### config.mk
export PLATFORM = sky130hd
export DESIGN_NAME = interp_row_fetch_ctrl
export DESIGN_NICKNAME = d
export VERILOG_FILES = /design/src/rtl/interp_pkg.sv /design/src/rtl/row_skid_fifo.sv /design/src/rtl/interp_row_fetch_ctrl.sv
export SDC_FILE = /design/constraint.sdc
export NUM_CORES = 1
export LEC_CHECK = 0
export BUFFER_PORTS_ARGS = -buffer_cell sky130_fd_sc_hd__buf_2
export CAP_MARGIN = 25
export CORE_MARGIN = 1
export CORE_UTILIZATION = 54
export CTS_CLUSTER_SIZE = 12
export DETAILED_ROUTE_END_ITERATION = 7
export PLACE_DENSITY_LB_ADDON = 0.12
export SKIP_LAST_GASP = 1
export SYNTH_ARGS = -nofsm -noshare
export SYNTH_HDL_FRONTEND = slang
export SYNTH_SLANG_ARGS = --single-unit
### constraint.sdc
create_clock -name clk -period 2.3 [get_ports clk]
set_clock_uncertainty 0.05 [all_clocks]
set_input_delay 0.46 -clock clk [delete_from_list [all_inputs] [get_ports clk]]
set_output_delay 0.46 -clock clk [all_outputs]
set_load 0.005 [all_outputs]
### src/rtl/interp_pkg.sv
// interp_pkg: shared defaults and FSM state encoding for the interpolation row fetcher
package interp_pkg;
  localparam int NUM_ROWS_DEF = 15;
  localparam int ROW_W_DEF = 120;
  localparam int ADDR_W_DEF = 8;
  typedef enum logic [2:0] {IDLE, ISSUE, WAIT, DRAIN, FIN} state_e;
endpackage

### src/rtl/row_skid_fifo.sv
// row_skid_fifo: 2-entry FIFO whose head is held stable until popped
module row_skid_fifo
  import interp_pkg::*;
#(
  parameter int W = ROW_W_DEF
) (
  input  logic         clk,
  input  logic         rst,
  input  logic         push,
  input  logic [W-1:0] wdata,
  input  logic         ready,
  output logic         valid,
  output logic [W-1:0] rdata,
  output logic [1:0]   count
);
  logic [W-1:0] d0_q, d0_d, d1_q, d1_d;
  logic [1:0] cnt_q, cnt_d;
  logic pop, push_ok;
  assign valid = cnt_q != 2'd0;
  assign rdata = valid ? d0_q : '0;
  assign count = cnt_q;
  assign pop = valid && ready;
  assign push_ok = push && (cnt_q != 2'd2 || pop);
  // entry 0 is always the head; entry 1 shifts down on pop
  always_comb begin
    d0_d = (pop && cnt_q == 2'd2) ? d1_q
         : (push_ok && (cnt_q == 2'd0 || (pop && cnt_q == 2'd1))) ? wdata : d0_q;
    d1_d = (push_ok && ((cnt_q == 2'd2) || (cnt_q == 2'd1 && !pop))) ? wdata : d1_q;
    cnt_d = cnt_q + {1'b0, push_ok} - {1'b0, pop};
  end
  always_ff @(posedge clk) begin
    if (rst) begin
      d0_q <= '0;
      d1_q <= '0;
      cnt_q <= 2'd0;
    end else begin
      d0_q <= d0_d;
      d1_q <= d1_d;
      cnt_q <= cnt_d;
    end
  end
endmodule

### src/rtl/interp_row_fetch_ctrl.sv
// interp_row_fetch_ctrl: fetches one block of reference rows and streams them to the interpolation datapath
module interp_row_fetch_ctrl
  import interp_pkg::*;
#(
  parameter int NUM_ROWS = NUM_ROWS_DEF,
  parameter int ROW_W = ROW_W_DEF,
  parameter int ADDR_W = ADDR_W_DEF
) (
  input  logic              clk,
  input  logic              rst,
  input  logic              start,
  input  logic [ADDR_W-1:0] base_row,
  output logic              mem_req,
  output logic [ADDR_W-1:0] mem_addr,
  input  logic              mem_valid,
  input  logic [ROW_W-1:0]  mem_data,
  output logic              dp_valid,
  output logic [ROW_W-1:0]  dp_row,
  input  logic              dp_ready,
  output logic              busy,
  output logic              done,
  output logic [3:0]        row_cnt,
  output logic              protocol_err
);
  state_e state_q, state_d;
  logic [ADDR_W-1:0] base_q, base_d;
  logic [3:0] idx_q, idx_d, row_cnt_q, row_cnt_d;
  logic perr_q, perr_d;
  logic [1:0] occ;
  logic push, pop;
  assign push = state_q == WAIT && mem_valid;
  assign pop = dp_valid && dp_ready;
  row_skid_fifo #(.W(ROW_W)) u_fifo (
    .clk   (clk),
    .rst   (rst),
    .push  (push),
    .wdata (mem_data),
    .ready (dp_ready),
    .valid (dp_valid),
    .rdata (dp_row),
    .count (occ)
  );
  assign busy = state_q == ISSUE || state_q == WAIT || state_q == DRAIN;
  assign done = state_q == FIN;
  assign mem_addr = mem_req ? base_q + ADDR_W'(idx_q) : '0;
  assign row_cnt = row_cnt_q;
  assign protocol_err = perr_q;
  always_comb begin
    state_d = state_q;
    base_d = base_q;
    idx_d = idx_q;
    row_cnt_d = (pop && row_cnt_q != 4'(NUM_ROWS)) ? row_cnt_q + 4'd1 : row_cnt_q;
    perr_d = perr_q || (mem_valid && state_q != WAIT);
    mem_req = 1'b0;
    case (state_q)
      IDLE: if (start) begin
        state_d = ISSUE;
        base_d = base_row;
        idx_d = 4'd0;
        row_cnt_d = 4'd0;
        perr_d = mem_valid;
      end
      // a free slot is needed before issuing so the returning row always fits
      ISSUE: if (occ < 2'd2) begin
        mem_req = 1'b1;
        state_d = WAIT;
      end
      WAIT: if (mem_valid) begin
        idx_d = idx_q + 4'd1;
        state_d = (idx_q == 4'(NUM_ROWS - 1)) ? DRAIN : ISSUE;
      end
      DRAIN: state_d = dp_valid ? DRAIN : FIN;
      FIN: state_d = IDLE;
      default: state_d = IDLE;
    endcase
  end
  always_ff @(posedge clk) begin
    if (rst) begin
      state_q <= IDLE;
      base_q <= '0;
      idx_q <= 4'd0;
      row_cnt_q <= 4'd0;
      perr_q <= 1'b0;
    end else begin
      state_q <= state_d;
      base_q <= base_d;
      idx_q <= idx_d;
      row_cnt_q <= row_cnt_d;
      perr_q <= perr_d;
    end
  end
endmodule

=== Yosys cells after proc, flatten, opt, wreduce, memory -nomap -nowiden ===
Index checks and enable logic that the tools add are counted.

* $add $sub $neg: 5
* Magnitude comparators: 1
* Equal/unequal tests: 13
* Mux-type cells: 20
* Reductions and logical operators: 25

{| class="wikitable"
|+ Operators by type and width
! operator !! number
|-
| $mux 120 || 3
|-
| $mux 4 || 5
|-
| $mux 3 || 4
|-
| $pmux 3 s4 || 1
|-
| $logic_and 1x1->1 || 10
|-
| $add 4x1->4 const B || 2
|-
| $add 8x4->8 || 1
|-
| $mux 8 || 1
|-
| $pmux 4 s2 || 1
|-
| $eq 3x2->1 const B || 2
|-
| $logic_or 1x1->1 || 6
|-
| $ne 2x2->1 const B || 3
|-
| $reduce_and 3->1 || 2
|-
| $reduce_bool 2->1 || 3
|-
| $eq 4x4->1 const B || 1
|-
| $mux 1 || 4
|-
| $ne 4x4->1 const B || 1
|-
| $eq 3x1->1 const B || 1
|-
| $eq 3x3->1 const B || 1
|-
| $logic_not 3->1 || 1
|-
| $ne 3x2->1 const B || 1
|-
| $add 2x1->2 || 1
|-
| $eq 2x1->1 const B || 1
|-
| $eq 2x2->1 const B || 1
|-
| 7 further kinds || 7
|}

* Register bits after elaboration: 262
* Output and inout port bits: 137
* Word-level logic and storage cells: 72

=== Logic depth before layout (Yosys ltp) ===
Gate-level depths: netlist (run 1).

* Word-level depth: 7
* Mapped depth: 9
* Gate-level depth less buffers: 8

=== Hierarchy ===
A second synthesis (run 1) with hierarchy kept.

* Cells, all modules: 1397
* Area total of the unflattened synthesis: 12776.0 um2

{| class="wikitable"
|+ Modules (own cells, without submodules)
! module !! instances !! cells each !! area each (um2) !! sequential area each (um2)
|-
| row_skid_fifo || 1 || 1251 || 11599.9 || 4844.6
|-
| interp_row_fetch_ctrl || 1 || 146 || 1176.1 || 400.4
|}

=== Worst setup path before layout (run 1) ===
OpenSTA, ideal clock, no wires.

* Path type: register -> output
* From: register idx_q[0]
* To: output port mem_addr[6]
* Arrival: 1.544 ns
* Data required time: 1.790 ns
* Slack: 0.246 ns
* Stages on the path, launching flop included: 7
* Cells stage by stage: dfxtp_1 > ha_1 > fa_1 > a211o_1 > o2111ai_1 > xor2_1 > nor2_1

* Cells in the longest elaborated chain, start to end: 2

{| class="wikitable"
|+ RTL lines
! element !! line !! source
|-
| from (decl) || interp_row_fetch_ctrl.sv:27 || <nowiki>logic [3:0] idx_q, idx_d, row_cnt_q, row_cnt_d;</nowiki>
|-
| from (signal assigned) || interp_row_fetch_ctrl.sv:87 || <nowiki>idx_q <= idx_d;</nowiki>
|-
| $add 8x4->8 || interp_row_fetch_ctrl.sv:45 || <nowiki>assign mem_addr = mem_req ? base_q + ADDR_W'(idx_q) : '0;</nowiki>
|-
| $mux 8 || interp_row_fetch_ctrl.sv:45 ||
|-
| to (decl) || interp_row_fetch_ctrl.sv:14 || <nowiki>output logic [ADDR_W-1:0] mem_addr,</nowiki>
|}

No other way between the ends.

=== Worst setup path in the final report (run 1) ===
Same ends and word-level chain as after synthesis.

==> results by group, run 1 <==
Floorplan
  • Die height: 147.2 um
  • Core area: 20430 um^2
  • Die width: 147.2 um
  • I/O pins: 270
  • Starting density of the core: 0.5575
  • Row cnt: 52
  • DIE AREA: 21680 um^2

GRT
  • GRT Residual Overflow: 0
  • Largest net degree at the start of global routing: 71
  • Initial antenna violation count: 2
  • First-pass GRT wire length: 44.66 mm
  • Vias in the first global route: 9151
  • All-Layer GR Usage: 0.2454

Outcome
  • Status: complete, but fails checks
  • Failing checks: setup timing

Layout
  • Most frequent cells in the layout: buf_2, nand2_1, dfxtp_1
  • Layout cells sized above 1: 0.2326
  • Fillers: 1684
  • Fin cells: 1854
  • # nets final: 1707
  • Synth-to-Final Area Change: 23.48%
  • Commonest non-fill, non-tap cell in the layout: buf_2
  • Final instance area: 14060 um^2
  • Final core utilization: 0.6884

Timing
  • Slew margin rel.: 0.6179
  • Setup violators final: 7
  • Final hold violations: 0
  • Worst-Margin Slew: 0.5732 ns
  • Period utilization: 1.157
  • Final worst path period need: 2.660 ns
  • Final Max Slew Viols: 0
  • Fmax: 0.3759 GHz
  • Worst setup margin: -0.3601 ns
  • RSZ-0062 raised after global routing: yes

Min path
  • Worst hold path class: in2reg
  • Hold wc startpoint: base_row[1]

Worst setup path
  • Setup crit end kind: primary output
  • Critical Path Source: idx_q[0]
  • Critical path arrival: 2.15 ns
  • Worst path max stage delay: 0.36 ns
  • CP max FO: 3
  • Crit path launch type: flop
  • Critical path class: reg2out
  • Data required time at the worst endpoint: 1.79 ns
  • Critical-path top delay cell: fa_2
  • Crit-path cells: ha_4 > fa_2 > a211o_1 > o2111ai_2 > xor2_1 > nor2_1 > buf_2
  • Worst r2r src: state_q[0]

Detailed routing
  • Vias: 10020
  • ANT nets after route: 0
  • Number of vias per cell: 5.406
  • # DRC: 0
  • Routed wire per std cell: 14.92 um
  • Pre-Repair DR Iteration Count: 5
  • Iter 0 DRT Violations: 497
  • Total detailed-routing wirelength: 27.66 mm

Yosys
  • Number of synthesized flops with an enable pin: 0
  • Warnings from Yosys: 0
  • Post-Syn Nets: 1488
  • Synth unique cells: 43
  • Ys flop type: dfxtp_1
  • Seq/Total Area, Yosys: 0.4605
  • Async S/R FF share, synth: 0
  • Post-Syn Instances: 1345
  • Mapped cell area: 11390 um^2
  • Seq cells post-synth: 262
  • Avg Inst Size Synth: 8.468 um^2

Pwr
  • LEAKAGE: 5.752 nW
  • Pwr dens: 905.0 nW/um^2
  • Worst vdd ir: 0.5608 mV

Clocking
  • Clock Sinks: 262
  • CTS tree: done
  • Clk slew on worst S/H paths: 0.06 ns
  • Clk root buf: clkbuf_16
  • CTS Buffer Depth: 3
  • Cts bufs inserted: 28
  • # H-tree levels: 1
  • Clk_lat worst skew: 0.52 ns

Place
  • GP Congestion: 0.8355
  • Cell Count Post-Placement: 1799
  • Cell Area, Placed: 13040 um^2
  • HPWL after DPL: 17.33 mm
  • Dpl ws: 0.07346 ns
  • IO buf count: 269

Flow run
  • MaxCap Viol Count: 0
-- per-stage QoR --
step	hold slack, ns	power [mW]	setup TNS, ns
detailed placement	0.3967	8.448	0
finish	0.1267	12.73	-1.284
floorplan	0.3867	7.327	0
CTS	0.1075	12.84	-1.319
global route	0.1242	13.40	-1.694
global placement	0.3915	8.386	0
-- critical path: cells and delay by family (launching register included) --
family	cells	cell delay, ns
compound gates	2	0.42
flops	1	0.34
xor+xnor	1	0.18
buf+inv	1	0.12
fa+ha+maj	2	0.52
simple gates	1	0.05
-- area by class of cell --
| type | count | area (um^2) | area share |
|---|---|---|---|
| multi-input cells | 962 | 5713 | 0.4062 |
| flip-flops and latches | 262 | 5266 | 0.3745 |
| repair buffers | 301 | 1822 | 0.1295 |
| clock buffers | 41 | 800.8 | 0.05694 |
| well taps | 270 | 337.8 | 0.02402 |
| clock inverters | 7 | 85.08 | 0.006050 |
| inverters | 9 | 33.78 | 0.002402 |
| diodes | 2 | 5.005 | 0.0003559 |
-- synth_stat cells, drive strengths merged (4+ instances only) --
cell / number / area (um^2)
nor2: 138 / 518.0
mux2i: 121 / 1211
and2: 121 / 757.0
inv: 9 / 33.78
and3: 4 / 25.02
nand2: 260 / 975.9
ha: 9 / 112.6
xor2: 4 / 35.03
dfxtp: 262 / 5245
a211oi: 123 / 928.4
xnor2: 5 / 43.79
buf: 22 / 171.4
a21oi: 137 / 685.7
clkbuf: 90 / 337.8
nand3: 6 / 30.03
-- sequential cells by signal, summed over array words and instances (netlist names) --
name / flops
u_fifo.count: 2
base_q: 8
state_q: 3
row_cnt: 4
idx_q: 4
u_fifo.d1_q: 120
protocol_err: 1
u_fifo.d0_q: 120
-- timing repair --
action                                 4_1_cts  5_1_grt
hold buffers                                 0        0
gates resized for setup                     25        3
setup buffers                                4        1
endpoints found under the hold margin        0        0
setup endpoints to repair                  127        7
pin swaps                                   10       10
gates cloned                                 0        0
-- report_power, final --
| part | switching (mW) | leakage (nW) | total, mW | internal [mW] |
|---|---|---|---|---|
| logic | 1.71 | 3.19 | 2.90 | 1.19 |
| clock network | 1.73 | 0.437 | 4.34 | 2.61 |
| registers | 0.335 | 2.12 | 5.48 | 5.15 |
-- kinds of logic after synthesis --
| kind of cell | Yosys count | synth area share |
|---|---|---|
| adder cells (fa/ha/maj) | 10 | 0.01164 |
| AND/OR/NAND/NOR | 542 | 0.2115 |
| XOR/XNOR | 9 | 0.006920 |
| flip-flops | 262 | 0.4605 |
| AO/OA/AOI/OAI | 279 | 0.1545 |
| multiplexers | 122 | 0.1073 |
| buffers and inverters | 121 | 0.04768 |
-- layer usage --
layer | vias up | share of wire | track usage
met3 | 48 | 0.064 | 0.04658
met5 | - | 0 | 0
li1 | 4982 | - | -
met2 | 291 | 0.47 | 0.4061
met1 | 4702 | 0.45 | 0.3201
met4 | 0 | 0.023 | 0.08454
-- path summary, 6_finish.rpt --
check,end,slack [ns],cells after the start
worst max register to register,u_fifo.d0_q[112],0.36,6
worst min-delay path,base_q[1],0.13,3
worst min register to register,u_fifo.d1_q[17],0.40,2
worst max-delay path,mem_addr[6],-0.36,7
Power figures use the tool's default switching activity.
==> inputs of run 2 (changes only) <==
CORE_UTILIZATION = 38   (was 54)
==> run 2 against run 1 <==
The flow still finishes with violations (setup timing). Via count decreased by 0.78%. Non-clock buffer count rose by 16. Wire length is 14% higher. Total power up 15%. Count of clock-buffer cells in the layout up 3. Sequential share of layout area decreased by 1.9 points. Register-to-register slack got worse by 0.07 ns. Critical path type unchanged. Final cell count grew 7.8%. Hold slack lost 0.023 ns.
==> results by group, run 2 (same netlist as run 1, synthesis figures left out) <==
Outcome
  • Status: complete, but fails checks
  • Failing checks: setup timing

Layout
  • # nets final: 1726
  • Most frequent cells in the layout: nand2_1, dfxtp_1, buf_2
  • Fin cells: 1999
  • Commonest non-fill, non-tap cell in the layout: nand2_1
  • Layout cells sized above 1: 0.2539
  • Top flop regs: u_fifo.d0_q (120), u_fifo.d1_q (120), base_q (8)
  • Synth-to-Final Area Change: 29.77%

Detailed routing
  • Iter 0 DRT Violations: 536
  • Vias: 9945
  • Number of vias per cell: 4.975
  • Pre-Repair DR Iteration Count: 5
  • Met2 WL post-DR: 14.32 mm
  • Total detailed-routing wirelength: 31.59 mm
  • Highest Signal Layer: met5
  • # DRC: 0
  • ANT nets after route: 0
  • Met3 routed WL: 1.865 mm
  • Routed wire per std cell: 15.80 um
  • WL met1: 14.82 mm

Min path
  • Hold Path Depth: 3
  • Hold wc startpoint: base_row[5]
  • Worst hold path class: in2reg
  • Hold endpoint: base_q[5]

Floorplan
  • DIE AREA: 30670 um^2
  • Die height: 175.1 um
  • Row cnt: 63
  • Starting density of the core: 0.3853
  • I/O pins: 270
  • Die width: 175.1 um
  • Core area: 29560 um^2

Pwr
  • Pwr dens: 992.4 nW/um^2
  • Power consumption: 14.67 mW
  • Worst vdd ir: 0.4989 mV
  • LEAKAGE: 6.007 nW

Clocking
  • # H-tree levels: 1
  • CTS tree: done
  • CTS Buffer Depth: 3
  • Cts bufs inserted: 30
  • Clk root buf: clkbuf_16
  • Clock Sinks: 262
  • Clk_lat worst skew: 0.54 ns
  • Clk slew on worst S/H paths: 0.06 ns
  • Cts hold-fix bufs: 0

GRT
  • Largest net degree at the start of global routing: 115
  • GRT Residual Overflow: 0
  • Vias in the first global route: 9381
  • All-Layer GR Usage: 0.1997
  • First-pass GRT wire length: 50.27 mm
  • Initial antenna violation count: 5

Worst setup path
  • Worst path max stage delay: 0.40 ns
  • Slack of the worst reg-to-reg path: 0.29 ns
  • Kind of cell adding the most delay to the critical path: adder cells
  • Critical path class: reg2out
  • Worst path bufs/invs: 1
  • Data required time at the worst endpoint: 1.79 ns
  • Crit-path cells: ha_4 > fa_2 > a211o_1 > o2111ai_2 > xor2_1 > nor2_1 > buf_2
  • Worst r2r src: state_q[0]
  • Crit path launch type: flop
  • Critical path arrival: 2.16 ns
  • Setup crit end kind: primary output
  • Critical-path top delay cell: fa_2
  • Reg2reg path depth: 5
  • FF-to-FF End: u_fifo.d0_q[90]
  • CP max FO: 3

Timing
  • Final hold violations: 0
  • Period utilization: 1.160
  • Slew margin rel.: 0.6073
  • Final Max Slew Viols: 0
  • Final worst path period need: 2.669 ns
  • Fmax: 0.3747 GHz
  • TNS Setup: -1.936 ns
  • Worst setup margin: -0.3690 ns
  • RSZ-0062 raised after global routing: yes
  • Setup violators final: 16
  • Worst-Margin Slew: 0.5890 ns

Place
  • Cell Count Post-Placement: 1923
  • IO buf count: 269
  • GP Congestion: 0.8156
  • HPWL after DPL: 18.44 mm
  • Dpl ws: 0.09360 ns

Flow run
  • MaxCap Viol Count: 0
==> run 2: cell types whose count changed in the layout (fill, tap and decap cells not counted), moves of 2 or more <==
cell       previous run  this run
clkinv_2              5         8
bufinv_16             2         4
and2_4                0        14
and2_1              121       107
buf_6                 2        14
clkbuf_16            29        34
buf_16                0         4
dfxtp_1             251       255
buf_4                13        22
dfxtp_2               8         5
clkbuf_1              9         4
clkbuf_8              3        10
buf_2               268       255
==> run 2: stage by stage <==
step | hold slack [ns] | util | area (um^2)
6_report | 0.1033 | 0.5000 | 14780
5_1_grt | 0.09777 | 0.5000 | 14780
4_1_cts | 0.08044 | 0.4936 | 14590
3_5_place_dp | 0.3970 | 0.4464 | 13200
3_3_place_gp | 0.3918 | 0.4464 | 13200
2_1_floorplan | 0.3867 | - | 11390
==> run 2: timing repair <==
action | in CTS | in global routing
setup buffers | 9 | 2
setup endpoints to repair | 128 | 101
gates resized for setup | 24 | 36
cloned | 5 | 4
pin swaps | 9 | 14
==> run 2: power breakdown <==
part / internal [mW] / total [mW] / switching (mW) / leakage [nW]
sequential: 5.15 / 5.45 / 0.300 / 2.12
clock: 3.18 / 5.09 / 1.91 / 0.539
combinational: 1.91 / 4.12 / 2.21 / 3.35
==> run 2: worst max-delay path by stage <==
| stage | end | cells past startpoint | slack [ns] | start |
|---|---|---|---|---|
| final | mem_addr[6] | 7 | -0.37 | idx_q[0] |
| after global routing | mem_addr[6] | 7 | -0.50 | idx_q[0] |
| after CTS | mem_addr[6] | 7 | -0.39 | idx_q[0] |
| after detailed placement | mem_addr[6] | 7 | 0.09 | base_q[0] |
| after global placement | mem_addr[6] | 7 | 0.10 | base_q[0] |
| after floorplan | mem_addr[6] | 6 | 0.25 | idx_q[0] |
==> run 2: final cells by class <==
cell class | instances | area, um^2
multi-input combinational | 963 | 5762
timing repair buffer | 317 | 2158
tap | 390 | 488.0
fill | 2886 | 14780
clock buffer | 44 | 914.6
clock inverter | 12 | 160.2
inverter | 9 | 33.78
antenna | 2 | 5.005
sequential | 262 | 5259
==> run 2: metal layers <==
layer / up-vias / global-route usage
met3: 41 / 0.03873
met1: 4620 / 0.2723
met2: 253 / 0.3247
li1: 5027 / -
met5: - / 0
met4: 4 / 0.04529
==> run 2: worst register-to-register path: stages, from the launching register on <==
cell,delay [ns]
dfxtp_1,0.38
nand4bb_4,0.33
a211oi_4,0.28
buf_12,0.38
mux2i_1,0.22
a211oi_1,0.26
==> inputs of run 3 (changes only) <==
CORE_ASPECT_RATIO = 1.1   (was default)
==> run 3 against run 2 <==
Hold slack gained 0.0037 ns. Core utilization shrank 1.5 points. Count of clock-buffer cells in the layout did not move. Critical endpoint unchanged. Wire length fell by 5.8%. Die area barely moved. Sequential share of layout area is 1.1 points higher. The run still ends with setup timing left. Maximum frequency rose by 2.5%. Combinational power is 27% lower. Largest power group unchanged. Critical path type unchanged. Total power is 12% lower. Sequential power is essentially flat. Register-to-register slack improved by 0.06 ns. Design area is 2.9% lower.
==> results by group, run 3 (same netlist as run 1, synthesis figures left out) <==
Outcome
  • Status: complete, but fails checks
  • Failing checks: setup timing

Flow run
  • MaxCap Viol Count: 0

Floorplan
  • Core area: 29560 um^2
  • Die height: 183.6 um
  • DIE AREA: 30670 um^2
  • Starting density of the core: 0.3853
  • Row cnt: 66
  • Die width: 167.1 um
  • I/O pins: 270

Place
  • HPWL after DPL: 18.51 mm
  • IO buf count: 269
  • GP Congestion: 0.7633
  • Cell Count Post-Placement: 1912

Pwr
  • Internal power: 9.006 mW
  • Comb power frac: 0.233
  • Pwr dens: 902.6 nW/um^2
  • Worst vdd ir: 0.6148 mV
  • Sw Pwr: 3.948 mW
  • Clock network power share: 0.346
  • Register share of total power: 0.421
  • Sw frac: 0.3048
  • LEAKAGE: 5.817 nW

Layout
  • Most frequent cells in the layout: buf_2, nand2_1, dfxtp_1
  • # nets final: 1715
  • Layout cells sized above 1: 0.2388
  • Synth-to-Final Area Change: 26.01%
  • Fin cells: 1969
  • Commonest non-fill, non-tap cell in the layout: buf_2
  • Top flop regs: u_fifo.d0_q (120), u_fifo.d1_q (120), base_q (8)
  • Fillers: 2879
  • Final core utilization: 0.4855

Worst setup path
  • CP max FO: 3
  • Critical-path top delay cell: fa_2
  • Data required time at the worst endpoint: 1.79 ns
  • WP depth: 7
  • Critical path arrival: 2.09 ns
  • Crit-path cells: ha_4 > fa_2 > a211o_1 > o2111ai_2 > xor2_1 > nor2_1 > buf_2
  • Worst path max stage delay: 0.38 ns
  • Crit path launch type: flop
  • Setup crit end kind: primary output
  • Worst path bufs/invs: 1
  • Kind of cell adding the most delay to the critical path: adder cells
  • Critical path class: reg2out
  • Reg2reg path depth: 8

Timing
  • Slew margin rel.: 0.6816
  • Final hold violations: 0
  • Final worst path period need: 2.605 ns
  • Setup violators final: 6
  • Fmax: 0.3839 GHz
  • Worst-Margin Slew: 0.4727 ns
  • TNS Setup: -1.124 ns
  • RSZ-0062 raised after global routing: yes
  • Worst setup margin: -0.3047 ns
  • Period utilization: 1.132
  • Final Max Slew Viols: 0

Detailed routing
  • Iter 0 DRT Violations: 524
  • Total detailed-routing wirelength: 29.77 mm
  • Highest Signal Layer: met5
  • ANT nets after route: 0
  • Met2 WL post-DR: 13.62 mm
  • WL met1: 13.76 mm
  • Pre-Repair DR Iteration Count: 5
  • Number of vias per cell: 5.006
  • # DRC: 0
  • Routed wire per std cell: 15.12 um
  • Vias: 9856
  • Met3 routed WL: 1.825 mm

GRT
  • All-Layer GR Usage: 0.1899
  • GRT Residual Overflow: 0
  • Initial antenna violation count: 5
  • Largest net degree at the start of global routing: 97
  • First-pass GRT wire length: 48.28 mm
  • Vias in the first global route: 9420

Clocking
  • Clk slew on worst S/H paths: 0.06 ns
  • # H-tree levels: 1
  • Cts bufs inserted: 29
  • CTS tree: done
  • CTS Buffer Depth: 3
  • Clk_lat worst skew: 0.55 ns
  • Cts hold-fix bufs: 0
  • Clk root buf: clkbuf_16
  • Clock Sinks: 262

Min path
  • Hold Path Depth: 3
  • Worst hold path class: in2reg
run 3: cell count changes in the layout (fill, tap and decap cells not counted), sizes merged:
| cell | before | now |
|---|---|---|
| clkinv | 8 | 4 |
| or2 | 2 | 1 |
| inv | 9 | 10 |
| buf | 313 | 307 |
| bufinv | 4 | 1 |
| clkbuf | 48 | 45 |
| diode | 2 | 4 |
run 3: through the flow:
step / hold slack (ns) / power, mW / area, um^2 / setup WS (ns)
6_report: 0.1070 / 12.95 / 14350 / -0.3047
5_1_grt: 0.08542 / 13.72 / 14350 / -0.4109
3_5_place_dp: 0.3967 / 8.575 / 13290 / 0.08355
4_1_cts: 0.07958 / 13.16 / 14330 / -0.4010
3_3_place_gp: 0.3921 / 8.541 / 13290 / 0.09768
2_1_floorplan: 0.3867 / 7.327 / 11390 / 0.2464
run 3: worst reg2reg max path, delay by kind of cell (launching register included):
family                   cells  cell delay (ns)
AO/OA/AOI/OAI                1             0.42
buffers and inverters        2             0.17
adder cells (fa/ha/maj)      2             0.48
AND/OR/NAND/NOR              1             0.05
XOR/XNOR                     2             0.29
flip-flops                   1             0.36
run 3: worst paths after layout:
check             startpoint               to  slack [ns]
max reg2reg  u_fifo.count[0]  u_fifo.count[1]        0.35
min reg2reg  u_fifo.d1_q[34]  u_fifo.d1_q[34]        0.40
max                base_q[0]      mem_addr[6]       -0.30
min             mem_data[92]  u_fifo.d1_q[92]        0.11
run 3: layout make-up:
cell class / count / area, um^2 / share of cell area
Multi-Input combinational cell: 962 / 5728 / 0.3991
Sequential cell: 262 / 5265 / 0.3668
Timing Repair Buffer: 308 / 1937 / 0.1349
Clock buffer: 44 / 852.1 / 0.05937
Tap cell: 374 / 467.9 / 0.03260
Clock inverter: 6 / 58.81 / 0.004097
Inverter: 9 / 33.78 / 0.002354
Antenna cell: 4 / 10.01 / 0.0006974
run 3: power by group through the flow:
stage          clock (mW)  sequential [mW]  combinational (mW)
6_report             4.48             5.46                3.02
5_1_grt              4.80             5.53                3.39
4_1_cts              4.63             5.46                3.07
3_5_place_dp            0             5.54                3.04
3_3_place_gp            0             5.53                3.01
2_1_floorplan           0             5.42                1.91
run 3: routing by layer:
metal / vias up / global-route usage
met5: - / 0
met4: 2 / 0.04556
met3: 40 / 0.04349
met2: 230 / 0.3177
met1: 4569 / 0.2471
li1: 5015 / -
run 3: what timing repair did:
item                       4_1_cts  5_1_grt
buffers inserted                 4        0
cloned                           0        0
resized for setup               23       10
setup endpoints to repair       77        9
pin swaps                       11       12
